**src/rtl/nla_job_scheduler.sv**
```systemverilog
// rtl/nla_job_scheduler.sv - round-robin job scheduler for a shared nonlinear-approximation engine
// Optional feature macro: NLA_SCHED_TIMEOUT_EN (WAIT-state watchdog with error response)
module nla_job_scheduler #(
  parameter int NUM_REQ        = 4,
  parameter int ADDR_LINES     = 4,
  parameter int FUNC_BITS      = 2,
  parameter int DATA_W         = 16,
  parameter int TIMEOUT_CYCLES = 255
) (
  input  logic                         clk_i,
  input  logic                         rstn_i,
  input  logic [NUM_REQ-1:0]           req_valid_i,
  input  logic [NUM_REQ*FUNC_BITS-1:0] req_func_i,
  output logic [NUM_REQ-1:0]           req_ready_o,
  input  logic                         cfg_we_i,
  input  logic [FUNC_BITS-1:0]         cfg_func_i,
  input  logic [ADDR_LINES-1:0]        cfg_base_i,
  input  logic [ADDR_LINES-1:0]        cfg_degree_i,
  input  logic                         eng_busy_i,
  input  logic                         eng_done_i,
  input  logic [DATA_W-1:0]            eng_result_i,
  output logic                         eng_start_o,
  output logic [ADDR_LINES-1:0]        eng_base_o,
  output logic [ADDR_LINES-1:0]        eng_degree_o,
  output logic                         resp_valid_o,
  input  logic                         resp_ready_i,
  output logic [$clog2(NUM_REQ)-1:0]   resp_id_o,
  output logic [DATA_W-1:0]            resp_data_o,
  output logic                         resp_err_o
);

  localparam int ID_W  = $clog2(NUM_REQ);
  localparam int DEPTH = 1 << FUNC_BITS;

  typedef enum logic [1:0] {S_IDLE, S_LAUNCH, S_WAIT, S_RESP} state_t;

  state_t                state;
  logic [ID_W-1:0]       last_grant;
  logic [ID_W-1:0]       job_id;
  logic [ADDR_LINES-1:0] base_tbl [DEPTH];
  logic [ADDR_LINES-1:0] deg_tbl  [DEPTH];

  logic                  hi_any, lo_any, grant_any;
  logic [ID_W-1:0]       hi_idx, lo_idx, grant_idx;
  logic [FUNC_BITS-1:0]  grant_func;

`ifdef NLA_SCHED_TIMEOUT_EN
  logic [7:0]            wd_cnt;
  logic                  resp_err_q;
  assign resp_err_o = resp_err_q;
`else
  assign resp_err_o = 1'b0;
`endif

  // Round-robin pick: lowest valid index above last_grant, else lowest valid index overall
  always_comb begin
    hi_any = 1'b0;
    lo_any = 1'b0;
    hi_idx = '0;
    lo_idx = '0;
    for (int i = NUM_REQ - 1; i >= 0; i--) begin
      if (req_valid_i[i]) begin
        lo_any = 1'b1;
        lo_idx = ID_W'(i);
        if (ID_W'(i) > last_grant) begin
          hi_any = 1'b1;
          hi_idx = ID_W'(i);
        end
      end
    end
    grant_any = lo_any;
    grant_idx = hi_any ? hi_idx : lo_idx;
  end

  // One-hot ready only while idle (and never while reset is held); select the winner's function ID
  always_comb begin
    req_ready_o = '0;
    grant_func  = '0;
    for (int i = 0; i < NUM_REQ; i++) begin
      if (grant_idx == ID_W'(i)) begin
        grant_func     = req_func_i[i*FUNC_BITS +: FUNC_BITS];
        req_ready_o[i] = (state == S_IDLE) && rstn_i && grant_any;
      end
    end
  end

  // Launch pulse is issued in the first LAUNCH cycle in which the engine reports idle
  assign eng_start_o = (state == S_LAUNCH) && !eng_busy_i;

  // Function table; a job reads the pre-write value when a write hits its entry in the accept cycle
  always_ff @(posedge clk_i or negedge rstn_i) begin
    if (!rstn_i) begin
      for (int i = 0; i < DEPTH; i++) begin
        base_tbl[i] <= '0;
        deg_tbl[i]  <= '0;
      end
    end else if (cfg_we_i) begin
      base_tbl[cfg_func_i] <= cfg_base_i;
      deg_tbl[cfg_func_i]  <= cfg_degree_i;
    end
  end

  // Job FSM: accept, launch, wait for engine result, hold response until consumed
  always_ff @(posedge clk_i or negedge rstn_i) begin
    if (!rstn_i) begin
      state        <= S_IDLE;
      last_grant   <= ID_W'(NUM_REQ - 1);
      job_id       <= '0;
      eng_base_o   <= '0;
      eng_degree_o <= '0;
      resp_valid_o <= 1'b0;
      resp_id_o    <= '0;
      resp_data_o  <= '0;
`ifdef NLA_SCHED_TIMEOUT_EN
      wd_cnt       <= '0;
      resp_err_q   <= 1'b0;
`endif
    end else begin
      case (state)
        S_IDLE: begin
          if (grant_any) begin
            job_id       <= grant_idx;
            eng_base_o   <= base_tbl[grant_func];
            eng_degree_o <= deg_tbl[grant_func];
            state        <= S_LAUNCH;
          end
        end
        S_LAUNCH: begin
          if (!eng_busy_i) begin
            state <= S_WAIT;
`ifdef NLA_SCHED_TIMEOUT_EN
            wd_cnt <= '0;
`endif
          end
        end
        S_WAIT: begin
          if (eng_done_i) begin
            resp_data_o  <= eng_result_i;
            resp_id_o    <= job_id;
            resp_valid_o <= 1'b1;
            state        <= S_RESP;
`ifdef NLA_SCHED_TIMEOUT_EN
            resp_err_q   <= 1'b0;
          end else if (wd_cnt == 8'(TIMEOUT_CYCLES - 1)) begin
            resp_data_o  <= '0;
            resp_id_o    <= job_id;
            resp_valid_o <= 1'b1;
            resp_err_q   <= 1'b1;
            state        <= S_RESP;
          end else if (wd_cnt != 8'hFF) begin
            wd_cnt <= wd_cnt + 8'd1;
`endif
          end
        end
        S_RESP: begin
          if (resp_ready_i) begin
            resp_valid_o <= 1'b0;
            last_grant   <= job_id;
            state        <= S_IDLE;
          end
        end
        default: state <= S_IDLE;
      endcase
    end
  end

endmodule

```
**config.mk**
```make
export PLATFORM = sky130hd
export DESIGN_NAME = nla_job_scheduler
export DESIGN_NICKNAME = d
export VERILOG_FILES = /design/src/rtl/nla_job_scheduler.sv
export SDC_FILE = /design/constraint.sdc
export NUM_CORES = 1
export LEC_CHECK = 0
export ABC_CLOCK_PERIOD_IN_PS = 2300
export BUFFER_PORTS_ARGS = -buffer_cell sky130_fd_sc_hd__buf_2
export CAP_MARGIN = 10
export CORE_MARGIN = 2
export CORE_UTILIZATION = 55
export CTS_BUF_LIST = sky130_fd_sc_hd__clkbuf_4 sky130_fd_sc_hd__clkbuf_8
export CTS_CLUSTER_SIZE = 14
export DETAILED_ROUTE_END_ITERATION = 7
export GPL_ROUTABILITY_DRIVEN = 0
export PLACE_DENSITY_LB_ADDON = 0.08
export SLEW_MARGIN = 20
export SYNTH_ARGS = -nofsm -noshare
export SYNTH_HDL_FRONTEND = slang
export SYNTH_SLANG_ARGS = --single-unit
```
**constraint.sdc**
```tcl
create_clock -name clk_i -period 2.3 [get_ports clk_i]
set_input_delay 0 -clock clk_i [delete_from_list [all_inputs] [get_ports clk_i]]
set_output_delay 0 -clock clk_i [all_outputs]
set_load 0.02 [all_outputs]
```
==> metrics.md <==
| Metric | Value |
|---|---|
| Status | finished clean |
| Sequential fraction of the synthesis area | 51.5% |
| CTS Sinks | 65 |
| Clock insertion delay at the later pin of the skew report | 0.34 ns |
| H-tree depth | 3 |
| Sequential Power Share | 37.6% |
| Worst Path Arrival | 2.32 ns |
| All-Layer GR Usage | 23.1% |
| P_leak | ~1.9 nW |
| Die ar. | about 0.0064 mm^2 |
| Dpl cells | about 390 |
| CTS Root Cell | clkbuf_8 |
| Fin crit share | 92.0% |
| TritonCTS clock tree | done |
| Worst Hold Class | in -> reg |
| Post-Synthesis Cells | 239 |
| Area share of the largest cell type after synthesis | 49.8% |
| Vias | 2313 |
| Comb pwr share | a little over two fifths |
| Ys Warns | 0 |
| Max-cap viol count | 0 |
| Antenna cell count | 0 |
| Max FO, Critical Path | 9 |
| Synthesized area | 0.00316 mm^2 |
| Most frequent cell after synthesis | dfrtp_1 |
| Worst-path clk slew | approximately 0.070 ns |
| Clock buffer depth | 2 |
| Yosys reg bits | 65 |
| Fmax | about 470 MHz |
| Layout Skew | 0.0120 ns |
| First-pass DRT Iterations | 4 |
| Core Region | approximately 0.0055 mm^2 |
| DR vias/cell | roughly 5.4 |
| Worst IR Drop VDD | 0.000814 V |
| Setup ws final | 0.184 ns |
| IO buf count | 75 |
| Number of synthesized flops with an enable pin | 0 |
| Post-layout min period | around 2.1 ns |
| DP HPWL | 4.54 mm |
| Mapped Avg Cell Area | 13.2 um^2 |
| Int Pwr | 3.02 mW |
| DRC viols | 0 |
| Initial drt markers | 82 |
| Num CTS Buffers | 9 |
| Per-cell routed wire length | between 15 and 20 um |
| Synthesized Nets | 288 |
| Slew margin rel. | 61.0% |
| Vias in the first global route | 2321 |
| Netlist cell types | 46 |
| Final non-filler cell total | 427 |
| RSZ-0062 raised after global routing | no |
| Clk pwr share | 19.4% |
| Crit Path Category | reg -> reg |
| Core Util, Final | between 70% and 80% |
| Area delta synth->final | 29.5% |
| Nets | between 300 and 400 |
| Initial antenna violation count | 0 |
| Global-route wire length before repair | 11.1 mm |
| Slew Viols, Final | 0 |
| Switch share | 37.8% |
| Number of I/O pins | 77 |
| Post-CTS setup buffer count | 0 |
| Layout cells sized above 1 | 45.9% |
| # setup viols final | 0 |
| CP required | 2.50 ns |
| Asr flop ratio synth | 100% |
| PD cells | around 1200 mW/mm^2 |
| Startpoint types | register |
| Worst Tran Pin Value | slightly below 0.6 ns |
| Worst slack, placed | -0.172 ns |
| Area contributors post-synth | dfrtp_1 (50%), mux2_2 (16%), mux2i_1 (5.7%) |
| Routed Antenna Nets | 0 |
| Synth cell count leaders | dfrtp_1 (63), mux2_2 (45), mux2i_1 (18), nor2_1 (13), inv_1 (10) |
| Pin count of the biggest net entering global routing | 34 |
| Post-DP Area | ~0.0036 mm^2 |
| Leading area contributor after synthesis | dfrtp_1 |
| Rows | 27 |
| Die Y | 79.9 um |
| CP Capture Type | register |
| Switching Power | about 1.8 mW |
| Final wirelength | 6.61 mm |
| Die X | between 70 and 80 um |
| Post-route cell area | 0.00410 mm^2 |
| Initial core utilization | 57.1% |
| Final hold violation count | 0 |
| Prevailing post-synth register cell | dfrtp_1 |
| Gr ovfl total | 0 |
[stage by stage]
step	hold slack [ns]	total power [mW]	TNS, ns
finish	0.0242	4.85	0
global route	0.0434	5.17	0
CTS	0.0132	4.87	0
detailed placement	-0.111	3.88	-1.18
global placement	-0.116	3.82	-0.651
floorplan	-0.296	3.26	0
[layout by cell type (no fill, tap or decap), types with 2 or more instances in the layout]
master	count
a211oi_1	2
a21oi_1	2
a221oi_2	8
and3_1	2
buf_2	75
buf_4	9
clkbuf_8	9
clkinv_2	3
clkinvlp_4	2
dfrtp_1	63
dfstp_2	2
dlygate4sd3_1	25
ha_1	5
inv_1	10
mux2_1	8
mux2_2	45
mux2i_1	18
nand2_1	5
nand2b_1	3
nand3_1	2
nand3b_1	2
nor2_1	13
nor2b_1	6
nor3b_1	2
o21ai_0	5
o22ai_1	3
[worst max-delay path, stage by stage (launching register included)]
cell	delay, ns
dfstp_2	0.60
a211oi_1	0.12
o311a_1	0.36
a41oi_1	0.21
o31a_1	0.23
and2_2	0.36
a221oi_2	0.10
[routing by layer]
layer  vias to the layer above  wire, um  GRT usage, %
met3                        14       319          6.79
met1                      1143      2870          28.6
li1                       1095         -             -
met4                         0        99          7.46
met5                         -         0             0
met2                        61      3320          38.8
[path summary, 6_finish.rpt]
kind                           startpoint               to  slack (ns)  cells past startpoint
setup reg to reg            last_grant[0]  eng_degree_o[2]        0.18                      6
max in group asynchronous          rstn_i        job_id[0]        1.52                      3
hold / removal                 eng_done_i     resp_valid_o        0.02                      3
min in group asynchronous          rstn_i   resp_data_o[1]        0.09                      2
hold reg to reg            resp_data_o[7]   resp_data_o[7]        0.49                      1
setup / recovery            last_grant[0]  eng_degree_o[2]        0.18                      6
[power by group through the flow]
| stage | Sequential [mW] | Clock [mW] | Combinational (mW) |
|---|---|---|---|
| floorplan | 2.06 | 0 | 1.20 |
| global placement | 1.81 | 0 | 2.00 |
| detailed placement | 1.84 | 0 | 2.05 |
| CTS | 1.82 | 0.966 | 2.09 |
| global route | 1.88 | 1.02 | 2.27 |
| finish | 1.82 | 0.941 | 2.09 |
[timing repair]
action	4_1_cts	5_1_grt
endpoints found under the setup margin	8	8
endpoints found under the hold margin	113	0
gates cloned	0	0
resized for setup	1	2
hold buffers	25	0
[area by class of cell]
| cell class | count | area, um^2 |
|---|---|---|
| inverters | 10 | 37.5 |
| fillers | 420 | 1440 |
| clock buffers | 9 | 124 |
| multi-input cells | 154 | 1430 |
| repair buffers | 110 | 713 |
| flip-flops and latches | 65 | 1630 |
| clock inverters | 7 | 68.8 |
| well taps | 72 | 90.1 |
[registers in the layout (all words and copies together) (netlist names)]
signal        count
base_tbl         16
deg_tbl          16
eng_base_o        4
eng_degree_o      4
job_id            2
last_grant        2
resp_data_o      16
resp_id_o         2
resp_valid_o      1
state             2
[cells by family (layout without fill, tap and decap cells)]
family / after synthesis / after routing / share of synthesized area (%)
multiplexers: 71 / 71 / 24.6
flip-flops: 65 / 65 / 51.5
AND/OR/NAND/NOR: 41 / 41 / 7.00
AO/OA/AOI/OAI: 36 / 36 / 11.4
buffers and inverters: 20 / 136 / 3.48
adder cells (fa/ha/maj): 5 / 5 / 1.98
other: 1 / 1 / 0.119
No activity file was read; power rests on OpenSTA's default activity.
